`config.mk`:
```
export PLATFORM = sky130hd
export DESIGN_NAME = ppfifo_to_axis_video_flat
export DESIGN_NICKNAME = d
export VERILOG_FILES = /design/src/rtl/ppfifo_to_axis_video_if.sv /design/src/rtl/ppfifo_to_axis_video.sv /design/src/flat_wrapper.sv
export SDC_FILE = /design/constraint.sdc
export NUM_CORES = 1
export LEC_CHECK = 0
export CAP_MARGIN = 30
export CORE_MARGIN = 1.5
export CORE_UTILIZATION = 35
export DETAILED_ROUTE_END_ITERATION = 10
export PLACE_DENSITY = 0.64
export RECOVER_POWER = 50
export SYNTH_ARGS = -nofsm -noshare
export SYNTH_HDL_FRONTEND = slang
export SYNTH_SLANG_ARGS = --single-unit
```
`constraint.sdc`:
```
create_clock -name clk -period 6.36 [get_ports clk]
set_input_delay 1.272 -clock clk [delete_from_list [all_inputs] [get_ports clk]]
set_output_delay 1.272 -clock clk [all_outputs]
set_load 0.02 [all_outputs]
```
`src/rtl/ppfifo_to_axis_video_if.sv`:
```
// Block FIFO read port plus AXI4-Stream video output of ppfifo_to_axis_video.
// The master modport is the converter; the slave modport is the FIFO/stream environment.
interface ppfifo_to_axis_video_if #(
    parameter int FIFO_SIZE_WIDTH = 24
);
    logic                       i_rfifo_ready;
    logic                       o_rfifo_activate;
    logic                       o_rfifo_strobe;
    logic [24:0]                i_rfifo_data;
    logic [FIFO_SIZE_WIDTH-1:0] i_rfifo_size;
    logic                       o_axis_tvalid;
    logic                       i_axis_tready;
    logic [23:0]                o_axis_tdata;
    logic                       o_axis_tuser;
    logic                       o_axis_tlast;

    modport master (
        input  i_rfifo_ready, i_rfifo_data, i_rfifo_size, i_axis_tready,
        output o_rfifo_activate, o_rfifo_strobe,
        output o_axis_tvalid, o_axis_tdata, o_axis_tuser, o_axis_tlast
    );

    modport slave (
        output i_rfifo_ready, i_rfifo_data, i_rfifo_size, i_axis_tready,
        input  o_rfifo_activate, o_rfifo_strobe,
        input  o_axis_tvalid, o_axis_tdata, o_axis_tuser, o_axis_tlast
    );
endinterface

```
`src/rtl/ppfifo_to_axis_video.sv`:
```
// Drains ping-pong block FIFO lines into an AXI4-Stream video master (RGB332 -> RGB888).
// Optional PPFIFO_AXIS_SOF_SYNC_EN: discard words until the first SOF after reset / enable rise.
//
// state       | meaning
// ST_IDLE     | waiting for enable and a ready block
// ST_ACTIVATE | block held, word 0 not yet on the bus
// ST_READ     | popping words into the skid buffer
// ST_RELEASE  | dropping activate, back to idle next cycle
module ppfifo_to_axis_video #(
    parameter int FIFO_SIZE_WIDTH = 24
) (
    input  logic clk,
    input  logic rst,
    input  logic i_enable,
    output logic o_busy,
    ppfifo_to_axis_video_if.master bus
);
    typedef enum logic [1:0] {
        ST_IDLE,
        ST_ACTIVATE,
        ST_READ,
        ST_RELEASE
    } state_t;

    localparam logic [FIFO_SIZE_WIDTH-1:0] ONE = 1;

    state_t                     state;
    logic                       activate;
    logic [FIFO_SIZE_WIDTH-1:0] size_q;
    logic [FIFO_SIZE_WIDTH-1:0] count;
    logic [1:0]                 skid_cnt;
    logic [25:0]                head;
    logic [25:0]                spare;
    logic                       strobe;
    logic                       push;
    logic                       pop;
    logic                       last_word;
    logic [2:0]                 r3;
    logic [2:0]                 g3;
    logic [1:0]                 b2;
    logic [25:0]                word_x;

    wire unused_data_hi = &{1'b0, bus.i_rfifo_data[24:9]};

    // Strobe depends only on registers, so tready never reaches the FIFO read port combinationally.
    assign strobe    = (state == ST_READ) && (skid_cnt != 2'd2);
    assign last_word = (count == (size_q - ONE));
    assign pop       = (skid_cnt != 2'd0) && bus.i_axis_tready;

    assign r3     = bus.i_rfifo_data[7:5];
    assign g3     = bus.i_rfifo_data[4:2];
    assign b2     = bus.i_rfifo_data[1:0];
    assign word_x = {last_word, bus.i_rfifo_data[8],
                     r3, r3, r3[2:1], g3, g3, g3[2:1], b2, b2, b2, b2};

`ifdef PPFIFO_AXIS_SOF_SYNC_EN
    logic sync_wait;
    logic enable_d;

    always_ff @(posedge clk) begin
        if (rst) begin
            sync_wait <= 1'b1;
            enable_d  <= 1'b0;
        end else begin
            enable_d <= i_enable;
            if (strobe && bus.i_rfifo_data[8])
                sync_wait <= 1'b0;
            else if (i_enable && !enable_d)
                sync_wait <= 1'b1;
        end
    end

    assign push = strobe && (!sync_wait || bus.i_rfifo_data[8]);
`else
    assign push = strobe;
`endif

    always_ff @(posedge clk) begin
        if (rst) begin
            state    <= ST_IDLE;
            activate <= 1'b0;
            size_q   <= '0;
            count    <= '0;
        end else begin
            case (state)
                ST_IDLE: begin
                    if (i_enable && bus.i_rfifo_ready && !activate) begin
                        activate <= 1'b1;
                        size_q   <= bus.i_rfifo_size;
                        count    <= '0;
                        state    <= ST_ACTIVATE;
                    end
                end
                ST_ACTIVATE: begin
                    state <= (size_q == '0) ? ST_RELEASE : ST_READ;
                end
                ST_READ: begin
                    if (strobe) begin
                        count <= count + ONE;
                        if (last_word)
                            state <= ST_RELEASE;
                    end
                end
                ST_RELEASE: begin
                    activate <= 1'b0;
                    state    <= ST_IDLE;
                end
                default: state <= ST_IDLE;
            endcase
        end
    end

    // head drives the AXIS outputs directly; spare only fills while head is stalled.
    always_ff @(posedge clk) begin
        if (rst) begin
            skid_cnt <= 2'd0;
            head     <= '0;
            spare    <= '0;
        end else begin
            case (skid_cnt)
                2'd0: begin
                    if (push) begin
                        head     <= word_x;
                        skid_cnt <= 2'd1;
                    end
                end
                2'd1: begin
                    if (push && pop) begin
                        head <= word_x;
                    end else if (push) begin
                        spare    <= word_x;
                        skid_cnt <= 2'd2;
                    end else if (pop) begin
                        skid_cnt <= 2'd0;
                    end
                end
                default: begin
                    if (pop) begin
                        head     <= spare;
                        skid_cnt <= 2'd1;
                    end
                end
            endcase
        end
    end

    assign bus.o_rfifo_activate = activate;
    assign bus.o_rfifo_strobe   = strobe;
    assign bus.o_axis_tvalid    = (skid_cnt != 2'd0);
    assign bus.o_axis_tdata     = head[23:0];
    assign bus.o_axis_tuser     = head[24];
    assign bus.o_axis_tlast     = head[25];
    assign o_busy               = activate || (skid_cnt != 2'd0);
endmodule

```
`src/flat_wrapper.sv`:
```
// flat-port wrapper written by rule: the top's interface ports become plain ports
module ppfifo_to_axis_video_flat 
#(
    parameter int FIFO_SIZE_WIDTH = 24
)
  (clk, rst, i_enable, o_busy, bus_i_rfifo_ready, bus_i_rfifo_data, bus_i_rfifo_size, bus_i_axis_tready, bus_o_rfifo_activate, bus_o_rfifo_strobe, bus_o_axis_tvalid, bus_o_axis_tdata, bus_o_axis_tuser, bus_o_axis_tlast);
  ppfifo_to_axis_video_if #(.FIFO_SIZE_WIDTH(FIFO_SIZE_WIDTH)) bus_i ();
  input  logic clk;
  input  logic rst;
  input  logic i_enable;
  output logic o_busy;
  input wire logic [$bits(bus_i.i_rfifo_ready)-1:0] bus_i_rfifo_ready;
  input wire logic [$bits(bus_i.i_rfifo_data)-1:0] bus_i_rfifo_data;
  input wire logic [$bits(bus_i.i_rfifo_size)-1:0] bus_i_rfifo_size;
  input wire logic [$bits(bus_i.i_axis_tready)-1:0] bus_i_axis_tready;
  output wire logic [$bits(bus_i.o_rfifo_activate)-1:0] bus_o_rfifo_activate;
  output wire logic [$bits(bus_i.o_rfifo_strobe)-1:0] bus_o_rfifo_strobe;
  output wire logic [$bits(bus_i.o_axis_tvalid)-1:0] bus_o_axis_tvalid;
  output wire logic [$bits(bus_i.o_axis_tdata)-1:0] bus_o_axis_tdata;
  output wire logic [$bits(bus_i.o_axis_tuser)-1:0] bus_o_axis_tuser;
  output wire logic [$bits(bus_i.o_axis_tlast)-1:0] bus_o_axis_tlast;
  assign bus_i.i_rfifo_ready = bus_i_rfifo_ready;
  assign bus_i.i_rfifo_data = bus_i_rfifo_data;
  assign bus_i.i_rfifo_size = bus_i_rfifo_size;
  assign bus_i.i_axis_tready = bus_i_axis_tready;
  assign bus_o_rfifo_activate = bus_i.o_rfifo_activate;
  assign bus_o_rfifo_strobe = bus_i.o_rfifo_strobe;
  assign bus_o_axis_tvalid = bus_i.o_axis_tvalid;
  assign bus_o_axis_tdata = bus_i.o_axis_tdata;
  assign bus_o_axis_tuser = bus_i.o_axis_tuser;
  assign bus_o_axis_tlast = bus_i.o_axis_tlast;
  ppfifo_to_axis_video #(.FIFO_SIZE_WIDTH(FIFO_SIZE_WIDTH)) u_core (.clk(clk), .rst(rst), .i_enable(i_enable), .o_busy(o_busy), .bus(bus_i));
endmodule
```
# After elaboration in Yosys (flattened, before gate mapping)
# Cells that the tools add are included.
dict set report op_classes {
  n_bitwise 1
  muxes 20
  reduce_logical 21
  n_addsub 2
  n_eq_ne 13
}
# cell n
set ops {}
lappend ops {{26-bit 2-to-1 mux} 3}
lappend ops {{26-bit one-hot mux with 2 select lines} 1}
lappend ops {{24-bit 2-to-1 mux} 2}
lappend ops {{24-bit one-hot mux with 2 select lines} 1}
lappend ops {{24-bit by 1-bit adder with 24-bit output (second input constant)} 1}
lappend ops {{24-bit == test} 1}
lappend ops {{24-bit logical NOT} 1}
lappend ops {{24-bit by 1-bit subtractor with 24-bit output (second input constant)} 1}
lappend ops {{2-bit 2-to-1 mux} 8}
lappend ops {{3-bit AND reduction} 4}
lappend ops {{2-bit by 1-bit inequality test with 1-bit output (second input constant)} 5}
lappend ops {{2-bit one-hot mux with 4 select lines} 1}
lappend ops {{2-bit nonzero test} 3}
lappend ops {{1-bit logical AND} 5}
lappend ops {{2-bit by 1-bit == test with 1-bit output (second input constant)} 2}
lappend ops {{2-bit == test (second input constant)} 2}
lappend ops {{2-bit logical NOT} 2}
lappend ops {{2-bit inequality test (second input constant)} 2}
lappend ops {{2-bit one-hot mux with 2 select lines} 1}
lappend ops {{2-bit AND reduction} 2}
lappend ops {{4-bit AND reduction} 1}
lappend ops {{3-bit by 1-bit inequality test with 1-bit output (second input constant)} 1}
lappend ops {{3-bit nonzero test} 1}
lappend ops {{1-bit 2-to-1 mux} 2}
lappend ops {{other kinds (4)} 4}
dict set report word_totals {
  word_cells 64
  ff_bits 105
  out_inout_bits 30
}

# Logic depth before layout (Yosys ltp)
dict set report depth {
  word_depth 6
  mapped_depth 10
}

# Least setup slack after synthesis
# Ideal clock, no wire load.
dict set report synth_timing {
  path_type {input -> register}
  start {in i_enable}
  end {reg u_core.count[22]}
  t_arrival_ps 2708
  required_time_ps 6232
  slack_ps 3524
  path_buffers 1
  setup_time_ps 128
  stages 9
  path_cell_list {nand3b_1 and2_1 a211oi_1 clkbuf_1 nand3_1 nor2_1 nand4_1 xor2_1 nor2_1}
}
dict set report synth_between {
  elab_chain_cells 4
}
# item line
set synth_lines {}
lappend synth_lines {{start, declared} flat_wrapper.sv:10} ;# input logic i_enable;
lappend synth_lines {{1-bit logical AND (2 in a row)} ppfifo_to_axis_video.sv:87} ;# if (i_enable && bus.i_rfifo_ready && !activate) begin
lappend synth_lines {{2-bit by 1-bit inequality test with 1-bit output (no line)} n/a}
lappend synth_lines {{3-bit AND reduction (no line)} n/a}
lappend synth_lines {{end signal, assigned} ppfifo_to_axis_video.sv:99} ;# count <= count + ONE;
lappend synth_lines {{end, declared} ppfifo_to_axis_video.sv:30} ;# logic [FIFO_SIZE_WIDTH-1:0] count;
# Every way passes these cells.
# A chain may end at the register's enable or synchronous reset.

==> results by group <==
Run status
  • Status: finished, violations left
  • Failing checks: max-capacitance violations, max-slew violations

Critical path
  • Critical-path cell list: clkbuf_1, a2111oi_0, a311o_1, a311o_1
  • CP required: 6.57 ns
  • CP dominant cell by count: a311o_1
  • WP buf/inv: 1
  • Crit Path Class: in -> reg
  • Critical path endpoint category: flip-flop
  • Slowest library cell on the worst path: clkbuf_1
  • Setup crit start kind: input port
  • Slowest cell delay on critical path: 1.66 ns
  • Worst EP arrival: 3.91 ns
  • Crit-path leading delay family: buffers and inverters
  • CP max FO: 56

Drt
  • DR pass1 iterations: 4
  • Final WL: 9.52 mm
  • Via count: 3605
  • Iter 0 DRT Violations: 76
  • Final ANT Viol Nets: 0
  • Vias per inst: 5.16
  • Drt drc: 0
  • Routed len/inst: 13.6 um

STA
  • Max Fclk: ~270 MHz
  • Worst slew pin tran: 2.38 ns
  • Max-slew violations: 57
  • Final hold violations: 0
  • RSZ-0062 raised after global routing: no
  • Worst Skew: 0.00522 ns
  • Final Critical Period: between 3 and 4 ns
  • Setup TNS: 0 ns
  • Part of the cycle the worst path needs: 0.582
  • Setup ws final: 2.66 ns
  • Setup violations, final: 0
  • Max-slew headroom: -0.585

Power and ir drop
  • Power Density: between 300 and 400 nW/um^2
  • Leakage power: 1.77 nW
  • Worst VDD drop: 0.154 mV
  • Power Total: 1.66 mW

CTS
  • Post-CTS Hold Fix Bufs: 0
  • Clock Tree Buf Depth: 2
  • CTS Sinks: 73
  • Num CTS Buffers: 9
  • Clk_lat worst skew: 0.32 ns
  • CTS tree: built
  • Root buffer cell: clkbuf_16
  • Post-CTS sizing: 0
  • H-tree Lvls: 3
  • Setup Buffers After CTS: 0
  • Clock transition at path regs: 0.05 ns

Synthesis
  • Area contributors post-synth: dfxtp_1 36%, nand2_1 8.2%, xor2_1 5.8%
  • Share of the synthesized area in the top cell type: 0.356
  • Yosys Warn Count: 0
  • EDFF count, synth: 0
  • Sequential area share after synthesis: 0.356
  • Cell taking the most area after synthesis: dfxtp_1
  • Synth cell types: 60
  • Syn Nets: 575
  • #FFs+latches synth: 73
  • Most used DFF post-synth: dfxtp_1
  • Mapped cell area: about 4100 um^2
  • Top post-synthesis cells by count: 90 x nand2_1, 73 x dfxtp_1, 53 x nor2_1
  • Synth Instances: 514
  • Async set-reset flop share out of synthesis: 0
  • Count leader, synth: nand2_1
  • Avg Inst Size Synth: 7.98 um^2

Floorplan
  • Core footprint: 11400 um^2
  • Initial Util: 0.359
  • Die Y-Extent: 111 um
  • # rows: 39
  • Die ar.: 12400 um^2
  • I/O pins: 84
  • DIE WIDTH: approximately 110 um

Placed design
  • Final Wtd Congestion: 0.845
  • Port buffer count: 67
  • Placed Cells: 683
  • DP Wirelength: 7.01 mm
  • Pre-CTS setup slack: 2.37 ns

Global route
  • Total track usage: 0.152
  • Congestion Overflow GR: 0
  • Vias in the first global route: 3436
  • Global-route wire length before repair: 15.6 mm
  • Largest net degree at the start of global routing: 57
  • Initial antenna violation count: 0

Layout
  • N_diodes: 0
  • Share of cells above drive strength 1: 0.0667
  • Layout area overhead: 22.7%
  • Non-Filler Instances: about 700
  • Final nets: 612

Flow run
  • Max cap viols: 1

Min path
  • Hold Crit Class: reg -> reg
## worst min-delay path, cell delays in order, from the launching register on
cell	delay (ns)
dfxtp_1	0.30
nand2_1	0.05
a21oi_1	0.05
## through the flow
stage / hold slack [ns] / cell area (um^2) / utilization
5_1_grt: 0.476 / 5030 / 0.441
2_1_floorplan: 0.436 / 4100 / -
3_3_place_gp: 0.441 / 4730 / 0.414
3_5_place_dp: 0.454 / 4740 / 0.415
6_report: 0.460 / 5030 / 0.441
4_1_cts: 0.462 / 5030 / 0.441
## cell usage in the layout, fill, tap and decap left out, drive strengths merged, types with 11 or more instances in the layout
master / netlist / layout
a211oi: 11 / 11
a21oi: 45 / 45
clkbuf: 27 / 13
clkdlybuf4s50: 0 / 57
dfxtp: 73 / 73
mux2i: 13 / 13
nand2: 90 / 90
nand3: 17 / 17
nand4: 11 / 11
nor2: 53 / 53
nor3: 13 / 13
nor4: 11 / 11
xnor2: 20 / 20
xor2: 27 / 27
## path summary, 6_finish.rpt
| path | startpoint | to | slack [ns] | depth (start not counted) |
|---|---|---|---|---|
| max | rst | u_core.state[0]$_SDFFE_PP0P_ | 2.66 | 4 |
| min | u_core.spare[13]$_SDFFE_PP0P_ | u_core.spare[13]$_SDFFE_PP0P_ | 0.46 | 2 |
| max reg2reg | u_core.size_q[0]$_SDFFE_PP0P_ | u_core.state[0]$_SDFFE_PP0P_ | 3.04 | 10 |
| min reg2reg | u_core.spare[13]$_SDFFE_PP0P_ | u_core.spare[13]$_SDFFE_PP0P_ | 0.46 | 2 |
## flip-flops by register name, indices dropped and copies added, names as in the netlist
register                     count
u_core.skid_cnt                  2
u_core.state                     2
u_core.size_q                   24
u_core.bus.o_rfifo_activate      1
u_core.spare                    10
u_core.count                    24
u_core.head                     10
## report_power, final
| part | switching, mW | leakage, nW | internal [mW] |
|---|---|---|---|
| registers | 0.0542 | 0.591 | 0.501 |
| logic | 0.338 | 1.04 | 0.269 |
| clock network | 0.179 | 0.148 | 0.321 |
## routing by layer
metal,share of wire,vias to the layer above,track usage
met5,0,-,0
met4,0.015,0,0.0608
met3,0.040,11,0.0388
met2,0.50,63,0.265
met1,0.44,1676,0.178
li1,-,1855,-
## cell families (layout without fill, tap and decap cells)
family,after synthesis,in the layout,synth area share
AOI/OAI and AO/OA,82,82,0.129
xor gates and xnor gates,47,47,0.100
adders and majority gates,7,7,0.0214
buffers and inverters,51,92,0.0632
DFF,73,73,0.356
muxes,15,15,0.0372
and+or+nand+nor,239,239,0.292
## layout make-up
cell class / count / area, um^2
Sequential cell: 73 / 1460
Clock buffer: 12 / 256
Fill cell: 1156 / 6390
Multi-Input combinational cell: 390 / 2380
Clock inverter: 3 / 40.0
Timing Repair Buffer: 70 / 684
Inverter: 7 / 26.3
Tap cell: 143 / 179
Power figures use the tool's default switching activity.
